**config.mk**
```make
export PLATFORM = sky130hd
export DESIGN_NAME = pipe_stage_reg
export DESIGN_NICKNAME = d
export VERILOG_FILES = /design/src/rtl/pipe_stage_reg.sv
export SDC_FILE = /design/constraint.sdc
export NUM_CORES = 1
export LEC_CHECK = 0
export ABC_AREA = 1
export CORE_ASPECT_RATIO = 0.8
export CORE_UTILIZATION = 45
export CTS_BUF_LIST = sky130_fd_sc_hd__clkbuf_8
export DETAILED_ROUTE_END_ITERATION = 12
export GPL_TIMING_DRIVEN = 0
export PLACE_DENSITY = 0.68
export SLEW_MARGIN = 20
export SYNTH_ARGS = -nofsm -noshare
export SYNTH_HDL_FRONTEND = slang
export SYNTH_SLANG_ARGS = --single-unit
```
**constraint.sdc**
```tcl
create_clock -name clk -period 3.1 [get_ports clk]
set_input_delay 0.93 -clock clk [delete_from_list [all_inputs] [get_ports clk]]
set_output_delay 0.93 -clock clk [all_outputs]
set_load 0.02 [all_outputs]
```
**src/rtl/pipe_stage_reg.sv**
```systemverilog
// Generic inter-stage pipeline register with valid/ready handshake,
// optional 2-entry skid buffer, flush-to-bubble and saturating stall counter.
module pipe_stage_reg #(
    parameter int unsigned             DATA_W   = 128,
    parameter bit                      SKID     = 1'b1,
    parameter logic [DATA_W-1:0]       NOP_DATA = '0,
    parameter int unsigned             CNT_W    = 16
) (
    input  logic              clk,
    input  logic              reset,
    input  logic              flush,
    input  logic              in_valid,
    output logic              in_ready,
    input  logic [DATA_W-1:0] in_data,
    output logic              out_valid,
    input  logic              out_ready,
    output logic [DATA_W-1:0] out_data,
    output logic [1:0]        occupancy,
    output logic [CNT_W-1:0]  stall_cnt
);

    localparam logic [CNT_W-1:0] CNT_MAX = {CNT_W{1'b1}};

    logic [DATA_W-1:0] main_q, main_d;
    logic [DATA_W-1:0] skid_q, skid_d;
    logic              main_vld_q, main_vld_d;
    logic              skid_vld_q, skid_vld_d;
    logic              in_ready_q, in_ready_d;
    logic [CNT_W-1:0]  stall_q, stall_d;

    logic in_xfer;
    logic out_xfer;

    always_comb begin
        if (SKID) begin
            in_ready = in_ready_q & ~flush & ~reset;
        end else begin
            in_ready = (~main_vld_q | out_ready) & ~flush & ~reset;
        end
    end

    assign out_valid = main_vld_q;
    assign out_data  = main_q;
    assign occupancy = {skid_vld_q, main_vld_q & ~skid_vld_q};
    assign stall_cnt = stall_q;

    assign in_xfer  = in_valid & in_ready;
    assign out_xfer = main_vld_q & out_ready;

    always_comb begin
        main_d     = main_q;
        skid_d     = skid_q;
        main_vld_d = main_vld_q;
        skid_vld_d = skid_vld_q;
        stall_d    = stall_q;

        if (flush) begin
            main_d     = NOP_DATA;
            skid_d     = NOP_DATA;
            main_vld_d = 1'b0;
            skid_vld_d = 1'b0;
        end else if (SKID) begin
            if (!main_vld_q) begin
                if (in_xfer) begin
                    main_d     = in_data;
                    main_vld_d = 1'b1;
                end
            end else if (!skid_vld_q) begin
                if (in_xfer && out_xfer) begin
                    main_d = in_data;
                end else if (in_xfer) begin
                    skid_d     = in_data;
                    skid_vld_d = 1'b1;
                end else if (out_xfer) begin
                    main_d     = NOP_DATA;
                    main_vld_d = 1'b0;
                end
            end else if (out_xfer) begin
                // Skid beat moves up so ordering is preserved
                main_d     = skid_q;
                skid_d     = NOP_DATA;
                skid_vld_d = 1'b0;
            end
        end else begin
            if (in_xfer) begin
                main_d     = in_data;
                main_vld_d = 1'b1;
            end else if (out_xfer) begin
                main_d     = NOP_DATA;
                main_vld_d = 1'b0;
            end
        end

        if (!flush && main_vld_q && !out_ready && stall_q != CNT_MAX) begin
            stall_d = stall_q + 1'b1;
        end

        in_ready_d = ~skid_vld_d;
    end

    always_ff @(posedge clk) begin
        if (reset) begin
            main_q     <= NOP_DATA;
            skid_q     <= NOP_DATA;
            main_vld_q <= 1'b0;
            skid_vld_q <= 1'b0;
            in_ready_q <= 1'b1;
            stall_q    <= '0;
        end else begin
            main_q     <= main_d;
            skid_q     <= skid_d;
            main_vld_q <= main_vld_d;
            skid_vld_q <= skid_vld_d;
            in_ready_q <= in_ready_d;
            stall_q    <= stall_d;
        end
    end

endmodule

```
# Word-level counts from Yosys, hierarchy flattened
# Index checks and enable logic that the tools add are counted.
[word_totals]
ff_bits = 275
inputBits = 133
out_inout_bits = 148
word_cells = 52
[op_classes]
addsub = 1
eq_ne = 5
muxes = 19
bitwise_logic = 9
n_reduce_logical = 12
[op_table]
columns = ["operator", "n"]
rows = [
  ["two-way mux 128 bit", 9],
  ["adder 16 x 1 -> 16 bit (second input constant)", 1],
  ["inequality test 16 bit (second input constant)", 1],
  ["two-way mux 1 bit", 10],
  ["AND reduction 4 bit", 2],
  ["bitwise AND 1 bit", 5],
  ["logical AND 1 bit", 4],
  ["inequality test 4 x 3 -> 1 bit (second input constant)", 1],
  ["inverter 1 bit", 4],
  ["nonzero test 2 bit", 2],
  ["nonzero test 4 bit", 1],
  ["inequality test 3 x 2 -> 1 bit (second input constant)", 1],
  ["logical NOT 1 bit", 2],
  ["inequality test 2 x 1 -> 1 bit (second input constant)", 1],
  ["inequality test 2 bit (second input constant)", 1],
  ["OR reduction 2 bit", 1],
]

# Longest topological paths before layout
[logic_depth]
ltp_word = 10
depth_mapped = 11
depth_no_buf = 9

# Least setup slack after synthesis
# No wires, ideal clock.
[synth_timing]
path_type = "input to output"
startpoint = "in reset"
endpoint = "out in_ready"
arrival_time_ps = 1212
path_slack_ps = 958
stages = 3
cell_sequence = "inv_2 -> nand2_2 -> nor2_4"
[synth_between]
elab_chain_len = 2
[synth_rtl]
columns = ["item", "line", "text"]
rows = [
  ["start, declared", "10", "input logic reset,"],
  ["inverter 1 bit", "n/a", ""],
  ["bitwise AND 1 bit", "36", "in_ready = in_ready_q & ~flush & ~reset;"],
  ["end, declared", "13", "output logic in_ready,"],
]
# No other way between the ends.

# Final worst setup path
# Same ends and word-level chain as after synthesis.

==> results_dict.tcl <==
set metrics [dict create \
    rsz0062_at_grt "false" \
    synth_nets 2519 \
    hold_depth 2 \
    total_power_uw 8000 \
    layout-drive-gt1-share 0.0554 \
    worstMarginPinSlew_ns 0.904 \
    grtUsageTotal 0.275 \
    cp_slowest_cell "clkdlybuf4s50_1" \
    fmax_mhz 330 \
    die-area_um2 32300 \
    synthCells 2385 \
    placed_cell_area_um2 17500 \
    initial_utilization 0.462 \
    cts_root_buf "clkbuf_8" \
    drc 0 \
    synth_cell_types 25 \
    status "finished clean" \
    synth_edf_count 0 \
    port_buffers 280 \
    path_max_fanout 6 \
    cts_sinks 275 \
    dr.pass1.iters 6 \
    avgSynthCellArea_um2 5.96 \
    grt_pass1_vias 14100 \
    gp_congestion 0.879 \
    relSlewSlack 0.397 \
    period_share 0.976 \
    drv_slew 0 \
    period_needed_ns 3.03 \
    hold_end "skid_q[4]" \
    route.vias.total 15300 \
    dp_hpwl_um 32300 \
    multi_input_area_um2 6900 \
    yosysTopAreaCellShare 0.387 \
    core_area_um2 30700 \
    final_cells 3157 \
    grt_pass1_wl_um 72100 \
    finalInstanceArea_um2 18400 \
    io_pins 281 \
    worstSetupPathType "primary input to output pin" \
    via_per_inst 4.84 \
    path_cells "clkdlybuf4s50_1 > inv_2 > nand2_2 > nor2_4 > clkdlybuf4s15_2" \
    p_per_area_nw_per_um2 434 \
    clock_path_buffers 3 \
    overflow 0 \
    setup_violations 0 \
    htree_levels 2 \
    yosys.area.top_type "dfxtp_1" \
    ys_seq_area_frac 0.387 \
    clk_pin_slew_ns 0.06 \
    drtAntennaViolNets 0 \
    die_y_um 161 \
    required_ns 2.17 \
    ys_ff_latch 275 \
    rr_startpoint "skid_vld_q" \
    postCtsSetupBuffers 0 \
    antenna_found_initial 1 \
    arrival_ns 2.10 \
    end_kind "output pin" \
    drt_iter0_drc 962 \
    drt-wirelength-per-cell_um 14.4 \
    hold_violations 0 \
    cts_tree "yes" \
    cp_slowest_stage_delay_ns 0.53 \
    hold_buffers 0 \
    die_w_um 201 \
    synth_most_common_cell "nand2_1" \
    cap_violations 0 \
    synth_common_cells "nand2_1, nor2_1, dfxtp_1" \
    grt_max_degree 12 \
    hold_start "skid_q[4]" \
    yosys_warnings 0 \
    rows 57 \
    rrSetupSlack_ns 0.78 \
    reg2reg_depth 8 \
    cp-start-kind "primary input" \
    async_reset_ff_frac 0 \
    min-delay-path-class "flop to flop" \
    fillers 3068 \
    final_nets 2849 \
    areaGrowthSynthToFinish_pct 29.6 \
    clk_latency_ns 0.59 \
    regArea_um2 5510 \
    cts_made_buffers 48 \
    cts.repair.resized 3 \
    synthFlopType "dfxtp_1" \
    drt_wl_total_um 45400 \
    clock_skew_ns 0.0265 \
    leakage_uw 0.00872 \
    placedCellCount 3078 \
    synth_area_um2 14200 \
    rr_endpoint "out_data[127]" \
    ir_drop_v 0.000285 \
    synth_area_leaders "dfxtp_1, nand2_1, nor2_1, a21oi_1, inv_1" \
]
cell usage in the layout (no fill, tap or decap), drive strengths merged:
master,instances
nand2,836
inv,290
ha,1
clkdlybuf4s50,279
nand4,4
clkbuf,145
clkinv,5
xor2,2
a21oi,269
nand3,10
nor2,410
clkdlybuf4s15,1
buf,72
nor3,2
dfxtp,275
diode,1
o21ai,137
xnor2,5
how the worst max path moves through the flow:
stage               startpoint       end  slack [ns]
global route             reset  in_ready        0.02
global placement         reset  in_ready       -0.31
CTS                      reset  in_ready        0.06
floorplan                reset  in_ready        0.96
finish                   reset  in_ready        0.07
detailed placement       reset  in_ready       -0.31
worst max-delay path, delay by kind of cell:
family	cells	cell delay, ns
buf+inv	3	0.96
simple gates	2	0.21
power breakdown:
part,leakage (uW),total [uW],internal (uW),switching [uW]
sequential,0.00222,3650,3610,41.2
clock,0.000520,3200,1690,1510
combinational,0.00598,1150,469,679
sequential cells by signal (all words and copies together), names as in the netlist:
name        cells
skid_q        128
out_data      128
stall_cnt      16
in_ready_q      1
out_valid       1
skid_vld_q      1
layout make-up:
class | instances | area share
clock inverter | 19 | 0.00414
inverter | 276 | 0.0562
sequential | 275 | 0.299
buffer | 158 | 0.0420
clock buffer | 59 | 0.0441
antenna | 1 | 0.000136
timing repair buffer | 280 | 0.152
tap | 413 | 0.0280
multi-input combinational | 1676 | 0.374
logic make-up after synthesis:
logic type / after synthesis / synth area share
AND/OR/NAND/NOR: 1262 / 0.337
buffers and inverters: 434 / 0.127
AO/OA/AOI/OAI: 406 / 0.143
flip-flops: 275 / 0.387
XOR/XNOR: 7 / 0.00431
adder cells (fa/ha/maj): 1 / 0.000880
through the flow:
step	hold slack (ns)	setup TNS (ns)	util	setup WS, ns
4_1_cts	0.484	0	0.599	0.0575
3_5_place_dp	0.472	-1.28	0.570	-0.314
6_report	0.481	0	0.599	0.0740
5_1_grt	0.495	0	0.599	0.0171
2_1_floorplan	0.455	0	-	0.958
3_3_place_gp	0.463	-1.11	0.570	-0.309
layer usage:
layer	part of all wire	vias to the layer above	global-route usage	routed length (um)
met5	0	-	0	0
met4	0.021	0	0.0892	955
met3	0.063	62	0.0488	2870
met2	0.44	485	0.436	19900
met1	0.48	6839	0.378	21600
li1	-	7884	-	-
No activity file was read; power rests on OpenSTA's default activity.
